**src/rtl/riscv_pipe_pkg.sv**
```systemverilog
// Shared pipeline definitions for the 5-stage RV32I core: control word layout and NOP encoding.
package riscv_pipe_pkg;

    localparam int CTRL_W = 10;

    // Bit positions inside the packed control word
    localparam int CTRL_REGWRITE     = 9;
    localparam int CTRL_RESULTSRC_HI = 8;
    localparam int CTRL_RESULTSRC_LO = 7;
    localparam int CTRL_MEMWRITE     = 6;
    localparam int CTRL_JUMP         = 5;
    localparam int CTRL_BRANCH       = 4;
    localparam int CTRL_ALUCTRL_HI   = 3;
    localparam int CTRL_ALUCTRL_LO   = 1;
    localparam int CTRL_ALUSRC       = 0;

    localparam logic [CTRL_W-1:0] CTRL_NOP = '0;

endpackage

```
**src/rtl/pipe_reg_en_clr.sv**
```systemverilog
// Generic pipeline register with load enable and synchronous clear; 1-cycle latency.
// Holds when en=0; clr only takes effect on an enabled edge, reset always wins.
module pipe_reg_en_clr #(
    parameter int W = 1
) (
    input  logic         clk,
    input  logic         reset,
    input  logic         en,
    input  logic         clr,
    input  logic [W-1:0] d,
    output logic [W-1:0] q
);

    logic [W-1:0] q_q;
    logic [W-1:0] q_d;

    always_comb begin
        q_d = q_q;
        if (en) begin
            q_d = clr ? '0 : d;
        end
    end

    always_ff @(posedge clk) begin
        if (reset) begin
            q_q <= '0;
        end else begin
            q_q <= q_d;
        end
    end

    assign q = q_q;

endmodule

```
**src/rtl/id_ex_register.sv**
```systemverilog
// ID/EX pipeline register with stall (hold), flush (bubble) and a saturating bubble counter.
// 1-cycle latency when loading; StallE holds everything, FlushE overrides StallE.
module id_ex_register
    import riscv_pipe_pkg::*;
#(
    parameter int XLEN   = 32,
    parameter int REG_AW = 5,
    parameter int CNT_W  = 16
) (
    input  logic              clk,
    input  logic              reset,
    input  logic              StallE,
    input  logic              FlushE,
    input  logic              ValidD,
    input  logic [CTRL_W-1:0] CtrlD,
    input  logic [XLEN-1:0]   RD1D,
    input  logic [XLEN-1:0]   RD2D,
    input  logic [XLEN-1:0]   ImmExtD,
    input  logic [XLEN-1:0]   PCD,
    input  logic [XLEN-1:0]   PCPlus4D,
    input  logic [REG_AW-1:0] Rs1D,
    input  logic [REG_AW-1:0] Rs2D,
    input  logic [REG_AW-1:0] RdD,
    output logic              ValidE,
    output logic [CTRL_W-1:0] CtrlE,
    output logic [XLEN-1:0]   RD1E,
    output logic [XLEN-1:0]   RD2E,
    output logic [XLEN-1:0]   ImmExtE,
    output logic [XLEN-1:0]   PCE,
    output logic [XLEN-1:0]   PCPlus4E,
    output logic [REG_AW-1:0] Rs1E,
    output logic [REG_AW-1:0] Rs2E,
    output logic [REG_AW-1:0] RdE,
    output logic [CNT_W-1:0]  BubbleCount
);

    localparam int DATA_W = 5 * XLEN;
    localparam int IDX_W  = 3 * REG_AW;
    localparam logic [CNT_W-1:0] CNT_MAX = '1;

    logic stage_en;
    logic stage_clr;
    logic bubble_load;

    // Flush must beat stall, and an invalid decode slot is loaded as a bubble
    // so ValidE=0 always comes with NOP control and RdE=0.
    assign stage_en    = ~StallE | FlushE;
    assign stage_clr   = FlushE | ~ValidD;
    assign bubble_load = stage_en & stage_clr;

    pipe_reg_en_clr #(.W(1)) u_valid (
        .clk   (clk),
        .reset (reset),
        .en    (stage_en),
        .clr   (stage_clr),
        .d     (ValidD),
        .q     (ValidE)
    );

    pipe_reg_en_clr #(.W(CTRL_W)) u_ctrl (
        .clk   (clk),
        .reset (reset),
        .en    (stage_en),
        .clr   (stage_clr),
        .d     (CtrlD),
        .q     (CtrlE)
    );

    pipe_reg_en_clr #(.W(DATA_W)) u_data (
        .clk   (clk),
        .reset (reset),
        .en    (stage_en),
        .clr   (stage_clr),
        .d     ({RD1D, RD2D, ImmExtD, PCD, PCPlus4D}),
        .q     ({RD1E, RD2E, ImmExtE, PCE, PCPlus4E})
    );

    pipe_reg_en_clr #(.W(IDX_W)) u_idx (
        .clk   (clk),
        .reset (reset),
        .en    (stage_en),
        .clr   (stage_clr),
        .d     ({Rs1D, Rs2D, RdD}),
        .q     ({Rs1E, Rs2E, RdE})
    );

    logic [CNT_W-1:0] bubble_cnt_q;
    logic [CNT_W-1:0] bubble_cnt_d;

    always_comb begin
        bubble_cnt_d = bubble_cnt_q;
        if (bubble_load && (bubble_cnt_q != CNT_MAX)) begin
            bubble_cnt_d = bubble_cnt_q + 1'b1;
        end
    end

    always_ff @(posedge clk) begin
        if (reset) begin
            bubble_cnt_q <= '0;
        end else begin
            bubble_cnt_q <= bubble_cnt_d;
        end
    end

    assign BubbleCount = bubble_cnt_q;

endmodule
```
**config.mk**
```make
export PLATFORM = sky130hd
export DESIGN_NAME = id_ex_register
export DESIGN_NICKNAME = d
export VERILOG_FILES = /design/src/rtl/riscv_pipe_pkg.sv /design/src/rtl/pipe_reg_en_clr.sv /design/src/rtl/id_ex_register.sv
export SDC_FILE = /design/constraint.sdc
export NUM_CORES = 1
export LEC_CHECK = 0
export ABC_AREA = 0
export ABC_CLOCK_PERIOD_IN_PS = 1930
export BUFFER_PORTS_ARGS = -buffer_cell sky130_fd_sc_hd__buf_4
export CAP_MARGIN = 20
export CORE_AREA = 5 5 148 150
export DETAILED_ROUTE_END_ITERATION = 10
export DIE_AREA = 0 0 153 155
export SLEW_MARGIN = 40
export SYNTH_ARGS = -nofsm -noshare
export SYNTH_HDL_FRONTEND = slang
export SYNTH_SLANG_ARGS = --single-unit
```
**constraint.sdc**
```tcl
create_clock -name clk -period 1.93 [get_ports clk]
set_input_delay 0.386 -clock clk [delete_from_list [all_inputs] [get_ports clk]]
set_output_delay 0.386 -clock clk [all_outputs]
set_load 0.03 [all_outputs]
```
==> results.md, run 1 <==
Outcome:
- The run finished with clean final reports.

Yosys:
- The per-instance average area after synthesis is 9.73 sq um.
- For this run, the number of Yosys warnings is 0.
- The share of the Yosys chip area taken by registers is 0.578.
- The count of state elements after synthesis is 202.
- Synthesis handed over a netlist of 719 instances.
- The number of synthesized flops with an enable pin is 0.
- The post-synthesis cell type count is 39.
- The post-synthesis async set-or-reset flop share is 0.
- For this run, the leading register cell type out of synthesis is sky130_fd_sc_hd__dfxtp_1.
- Synthesis produced a netlist with a net count of 910.
- The cell area after synthesis is 0.00700 sq mm.

Timing:
- The number of hold violations in the final report is 0.
- The smallest clock period supported by the final layout is computed as 1.74 ns.
- Static timing analysis puts the maximum clock frequency at 576 MHz.
- The max-slew violation count is 0.
- The clock arrives with 0.00670 ns of skew.
- The slew of the pin with the lowest slew margin is 0.447 ns.
- Headroom to the max-slew limit came out at 0.702.
- Setup repair after global routing left no endpoint under its margin.
- Setup violations remaining at the end of the flow were counted as 0.
- In the final timing run, aggregate negative setup slack is 0 ns.
- The worst path meets setup with 0.193 ns of slack.
- The period utilization is 0.900.

Placement:
- Prior to clock tree synthesis, the placed netlist has a worst setup slack of 0.179 ns.
- The placer's final routability congestion estimate is 0.808.
- Input and output buffers added on the ports amount to 391.
- Summing all placed instances gives a cell area of 0.0103 sq mm.
- In this run, placement finished with an instance count of 1342.
- The HPWL after detailed placement is 17.4 mm.

CTS:
- The number of gates resized after CTS was 0.
- Clock tree synthesis inserted a total of 23 buffers.
- The number of levels in the clock H-tree is 1.
- The clock drives 202 sinks.
- In this run the post-CTS setup repair buffer count came out at 0.
- The tree is rooted in a sky130_fd_sc_hd__clkbuf_16.
- The clock-pin transition on the worst setup and hold timing paths is 0.06 ns.
- TritonCTS built the clock tree.
- The worst-case clock buffer depth is 3.
- The number of buffers inserted by hold repair at cts is 0.
- The insertion delay to the later sink of the worst-skew pair is 0.50 ns.

Finish:
- The total number of nets in the final design is 1284.
- The finished layout holds 1384 standard cells, fillers aside.
- After filler insertion, the fill cell instance count of the layout stands at 1948.
- The multi-input combinational cells in the finished layout cover a total of 0.00267 sq mm.
- The most frequent standard cell in the layout excluding fill and tap cells is sky130_fd_sc_hd__buf_4.
- The total area of sequential cells is 0.00405 sq mm.
- The relative area change from synthesis to final layout is 58.4%.
- The final antenna diode count is 0.
- The area of all placed cells without fillers is 0.0111 sq mm.
- The library cells used most frequently in the layout, excluding fill and tap cells, are sky130_fd_sc_hd__buf_4, sky130_fd_sc_hd__dfxtp_1, sky130_fd_sc_hd__nor2_1.
- In the final layout, the share of cells above drive strength 1 is 0.420.
- The final core utilization is 0.539.

Critical path:
- The worst register-to-register path has a setup slack of 0.19 ns.
- The biggest cell delay along the critical path is 0.38 ns.
- The slowest cell on the critical path is sky130_fd_sc_hd__dfxtp_1.
- The largest fanout on the critical path is 9.
- The critical path data arrival time is 2.13 ns.
- The required time of the worst setup path is 2.32 ns.
- The critical path goes through ha_1, nand3_2, nand2b_4, nor4_1, mux2_2.
- The worst setup path category is flop to flop.
- STA classifies the critical path startpoint as a flop.
- STA classifies the critical path endpoint as a flop.

Global route:
- The global-route congestion overflow total is 0.
- The via count of the first global-routing pass is 6837.
- The first global-routing pass estimated 37.5 mm of wire.
- For this run, the total global-route usage over all layers was measured as 0.191.
- The initial antenna violation count is 0.
- The maximum number of pins on one net before global-route repair is 74.

Power:
- IR analysis of the VDD net gives a maximum drop of 0.622 mV.
- The power density over the cells is 872 mW/mm^2.
- In this run the static leakage power is 4.85 nW.

Floorplan:
- During I/O placement, the number of pins put on the boundary was 392.
- In this run the horizontal extent of the chip is 153 um.
- For this configuration, the core starts out at a cell density of 0.340.
- The die is 155 um tall.
- The site row count is 53.
- The placeable core region is 0.0206 sq mm.
- The floorplan step defined a die boundary enclosing 0.0237 sq mm.

Route:
- The average wire per standard cell is 17.6 um.
- Summed over all layers, the routed wires come to 24.3 mm.
- The number of antenna-violating nets in the routed design is 0.
- The number of DRC violations after detailed routing is 0.
- In the routed layout, each cell is associated on average with a via count of 4.94.
- The final route contains 6843 vias.
- The starting DRC count in detailed routing is 377.
- The first detailed-routing pass took 5 iterations.

Hold path:
- The path class of the lowest-slack min-delay path is input port to flop.

Job:
- The number of maximum-capacitance constraint violations is 0.
state kept, by name, summed over array words and instances (netlist names):
| name | flops |
|---|---|
| u_valid.q | 1 |
| u_data.q | 160 |
| u_ctrl.q | 10 |
| u_idx.q | 15 |
| BubbleCount | 16 |
layer usage:
metal | global-route usage | part of all wire | vias to the layer above
met2 | 0.330 | 0.48 | 276
li1 | - | - | 3340
met4 | 0.0577 | 0.027 | 0
met3 | 0.0707 | 0.092 | 41
met1 | 0.224 | 0.40 | 3186
met5 | 0 | 0 | -
report_power, final:
group / total [mW] / internal (mW) / leakage, nW / switching, mW
clock network: 4.36 / 2.64 / 0.381 / 1.72
logic: 1.00 / 0.487 / 2.83 / 0.515
registers: 4.30 / 4.25 / 1.64 / 0.0475
kinds of logic after synthesis:
logic type               synth area share
multiplexers                      0.00161
AND/OR/NAND/NOR                     0.147
buffers and inverters              0.0427
flip-flops                          0.578
AO/OA/AOI/OAI                       0.229
adder cells (fa/ha/maj)           0.00179
synth_stat cells (all sizes together), types with 6 or more instances:
cell type | instances | area (sq um)
nor2 | 190 | 713
dfxtp | 202 | 4040
a22oi | 185 | 1390
o31ai | 6 | 45.0
clkbuf | 36 | 135
or3 | 7 | 43.8
buf | 28 | 151
nand2 | 6 | 22.5
a21oi | 14 | 70.1
final cells by class:
type,count,share of cell area
inverters,1,0.000339
flip-flops and latches,202,0.365
clock inverters,7,0.00655
well taps,275,0.0311
repair buffers,414,0.293
multi-input cells,451,0.241
clock buffers,34,0.0629
through the flow:
step / hold slack, ns / power [mW]
after floorplan: 0.549 / 4.84
after global placement: 0.477 / 5.40
after detailed placement: 0.482 / 5.40
after CTS: 0.109 / 9.78
after global routing: 0.117 / 10.1
final: 0.133 / 9.67
worst paths after layout:
path	from	cells after the start	to
max	BubbleCount[1]$_SDFFE_PP0P_	5	BubbleCount[14]$_SDFFE_PP0P_
min	PCD[7]	3	u_data.q[39]$_SDFFE_PP0P_
max reg2reg	BubbleCount[1]$_SDFFE_PP0P_	5	BubbleCount[14]$_SDFFE_PP0P_
min reg2reg	u_valid.q$_SDFFE_PP0P_	2	u_valid.q$_SDFFE_PP0P_
worst max-delay path, delay by kind of cell, from the launching register on:
family	cells	cell delay [ns]
mux	1	0.37
simple gates	3	0.67
fa+ha+maj	1	0.21
flops	1	0.38
(Power assumes the default switching activity.)
==> inputs of run 2 (changes only) <==
- CORE_AREA: 5 5 148 150 -> not set
- CORE_MARGIN: not set -> 5
- CORE_UTILIZATION: not set -> 32
- CTS_CLUSTER_SIZE: not set -> 20
- DIE_AREA: 0 0 153 155 -> not set
==> run 2 against run 1 <==
Effect of this change:
- sequential power about the same
- cell count down 0.22%
- maximum frequency up 3.3%
- core utilization down 3.5 points
- highest routed layer unchanged
==> results.md, run 2 (synthesis gave the netlist of run 1 again) <==
Placement:
- The congestion estimate from routability-driven global placement came to 0.776.
- The detailed-placement wirelength estimate is 17.2 mm.
- In this run, placement finished with an instance count of 1343.
- Buffers placed on the I/O ports in this run total 391.

Timing:
- The maximum clock rate is 595 MHz.
- Measured against its own limit, the worst slew margin works out to 0.718.
- The max-slew violation count came to 0.
- For the final database, setup skew stands at 0.00129 ns.
- The period utilization is 0.871.
- The number of hold violations in the final report is 0.
- The minimum period implied by the final worst setup slack is 1.68 ns.
- The slew of the pin with the lowest slew margin is 0.423 ns.
- The sum of negative setup slack is 0 ns.
- Setup repair after global routing left no endpoint under its margin.
- Setup violations remaining at the end of the flow were counted as 0.

Critical path:
- The slowest cell on the critical path is sky130_fd_sc_hd__dfxtp_1.
- The required time of the worst setup path is 2.31 ns.
- The number of buffers and inverters on the critical path is 0.
- The signal on the critical path passes through ha_1, nand3_2, nand2b_4, nor4_1, mux2_2.
- The setup path with the least slack is of type flop to flop.
- The worst setup path is launched from a flop.
- Of all nets on the critical path, the largest fanout is 9.
- In this design, the largest share of critical-path delay is due to simple AND/OR/NAND/NOR gates.
- The endpoint type of the worst setup path is a flop.
- The critical path data arrival time is 2.06 ns.
- For this run, the slowest stage of the critical path takes 0.38 ns.

Global route:
- The via count of the first global-routing pass was 6608.
- For this run the aggregate overflow at the end of global routing stands at 0.
- The initial antenna violation count is 0.
- The first global-routing pass estimated 35.7 mm of wire.
- Entering global routing, the biggest net connects 85 pins.
- In the global route stage, overall resource usage came out at 0.176.

CTS:
- The number of post-CTS setup repair buffers is 0.
- TritonCTS built the clock tree.
- For this design, the CTS-stage hold fixing added 0 buffers.
- In this run, CTS created clock tree buffers numbering 22.
- The clock passes through at most 3 buffers.
- After clock tree synthesis, the clock-pin slew on the worst setup and hold paths is 0.06 ns.
- The clock reaches the later pin of the worst-skew pair after 0.49 ns.
- CTS built an H-tree with a depth of 1.
- The post-CTS resize count is 0.
- Clock tree synthesis found a total of 202 sinks.
- The root buffer cell chosen for the clock tree is sky130_fd_sc_hd__clkbuf_16.

Outcome:
- The run finished with clean final reports.

Job:
- Max-cap violations in this run came to 0.

Finish:
- After filler insertion, the fill cell instance count of the layout stands at 2065.
- Leaving out fill and tap cells, the most frequent cells in the layout are sky130_fd_sc_hd__buf_4, sky130_fd_sc_hd__dfxtp_1, sky130_fd_sc_hd__nor2_1.
- The relative area change from synthesis to final layout is 56.1%.
- The number of antenna diodes in the final layout is 0.
- The total number of nets in the final design is 1278.
- The fraction of final layout cells sized beyond drive strength 1 is 0.411.
- The count of placed standard cells in the final layout, fillers left out is 1381.
- The most frequent standard cell in the layout excluding fill and tap cells is sky130_fd_sc_hd__buf_4.
- The number of flip-flops in the largest register is 160.

Floorplan:
- The number of top-level design ports is 392.
- The floorplan step set the die height to 158 um.
- Row generation in the floorplan step produced 54 rows.
- After floorplanning, the core was sized to cover 0.0217 sq mm.
- The initial utilization of the core area, before any placement, comes to 0.323.
- The area of the die is 0.0249 sq mm.
- The horizontal die dimension is 158 um.

Route:
- In this run, the number of DRC markers left after iteration 0 of detailed routing was 356.
- The via density per instance is 4.89.
- The number of antenna-violating nets in the routed design is 0.
- The number of search-and-repair iterations in the first detailed-routing pass is 4.
- The total vias in the final route is 6748.
- The total length of routed wires is 24.1 mm.
- In the final routed layout, each cell accounts on average for 17.4 um.
- In the routed design, unresolved DRC markers number 0.

Power:
- Dividing total power by cell area gives a power density of 851 mW/mm^2.
- The static leakage is 4.77 nW.
- Overall power consumption after layout is estimated at 9.29 mW.
- The highest ir drop seen on vdd is 0.571 mV.

Hold path:
- The path class of the lowest-slack min-delay path is input port to flop.
## run 2: routing by layer
| metal | routed length [um] | vias to the layer above | part of all wire | global-route usage |
|---|---|---|---|---|
| li1 | - | 3316 | - | - |
| met1 | 9430 | 3119 | 0.39 | 0.208 |
| met2 | 11700 | 262 | 0.49 | 0.305 |
| met3 | 2240 | 51 | 0.093 | 0.0544 |
| met4 | 731 | 0 | 0.030 | 0.0574 |
| met5 | 0 | - | 0 | 0 |
## run 2: stage by stage
| step | area, sq um | utilization | hold slack, ns | setup WS (ns) |
|---|---|---|---|---|
| after global routing | 10900 | 0.504 | 0.112 | 0.135 |
| after CTS | 10900 | 0.504 | 0.113 | 0.238 |
| after global placement | 10200 | 0.472 | 0.477 | 0.250 |
| after floorplan | 7000 | - | 0.549 | 0.00573 |
| after detailed placement | 10200 | 0.472 | 0.482 | 0.238 |
| final | 10900 | 0.504 | 0.139 | 0.249 |
## run 2: final timing paths
| kind | depth (start not counted) | end | slack (ns) | start |
|---|---|---|---|---|
| max | 5 | BubbleCount[14]$_SDFFE_PP0P_ | 0.25 | BubbleCount[1]$_SDFFE_PP0P_ |
| min | 3 | u_data.q[32]$_SDFFE_PP0P_ | 0.14 | PCD[0] |
| max reg2reg | 5 | BubbleCount[14]$_SDFFE_PP0P_ | 0.25 | BubbleCount[1]$_SDFFE_PP0P_ |
| min reg2reg | 2 | u_valid.q$_SDFFE_PP0P_ | 0.49 | u_valid.q$_SDFFE_PP0P_ |
## run 2: worst reg2reg max path: cells and delay by family, from the launching register on
family	cells	cell delay [ns]
muxes	1	0.36
DFF	1	0.38
and+or+nand+nor	3	0.63
adders and majority gates	1	0.20
## run 2: layout make-up
type,instances,area (sq um),share of cell area
Clock buffer,34,637,0.0583
Clock inverter,4,45.0,0.00412
Inverter,1,3.75,0.000344
Multi-Input combinational cell,451,2670,0.244
Sequential cell,202,4050,0.370
Tap cell,280,350,0.0321
Timing Repair Buffer,409,3170,0.291
## run 2: power by group
| part | switching [mW] | internal, mW |
|---|---|---|
| sequential | 0.0475 | 4.25 |
| combinational | 0.512 | 0.473 |
| clock | 1.61 | 2.39 |
| total | 2.17 | 7.12 |
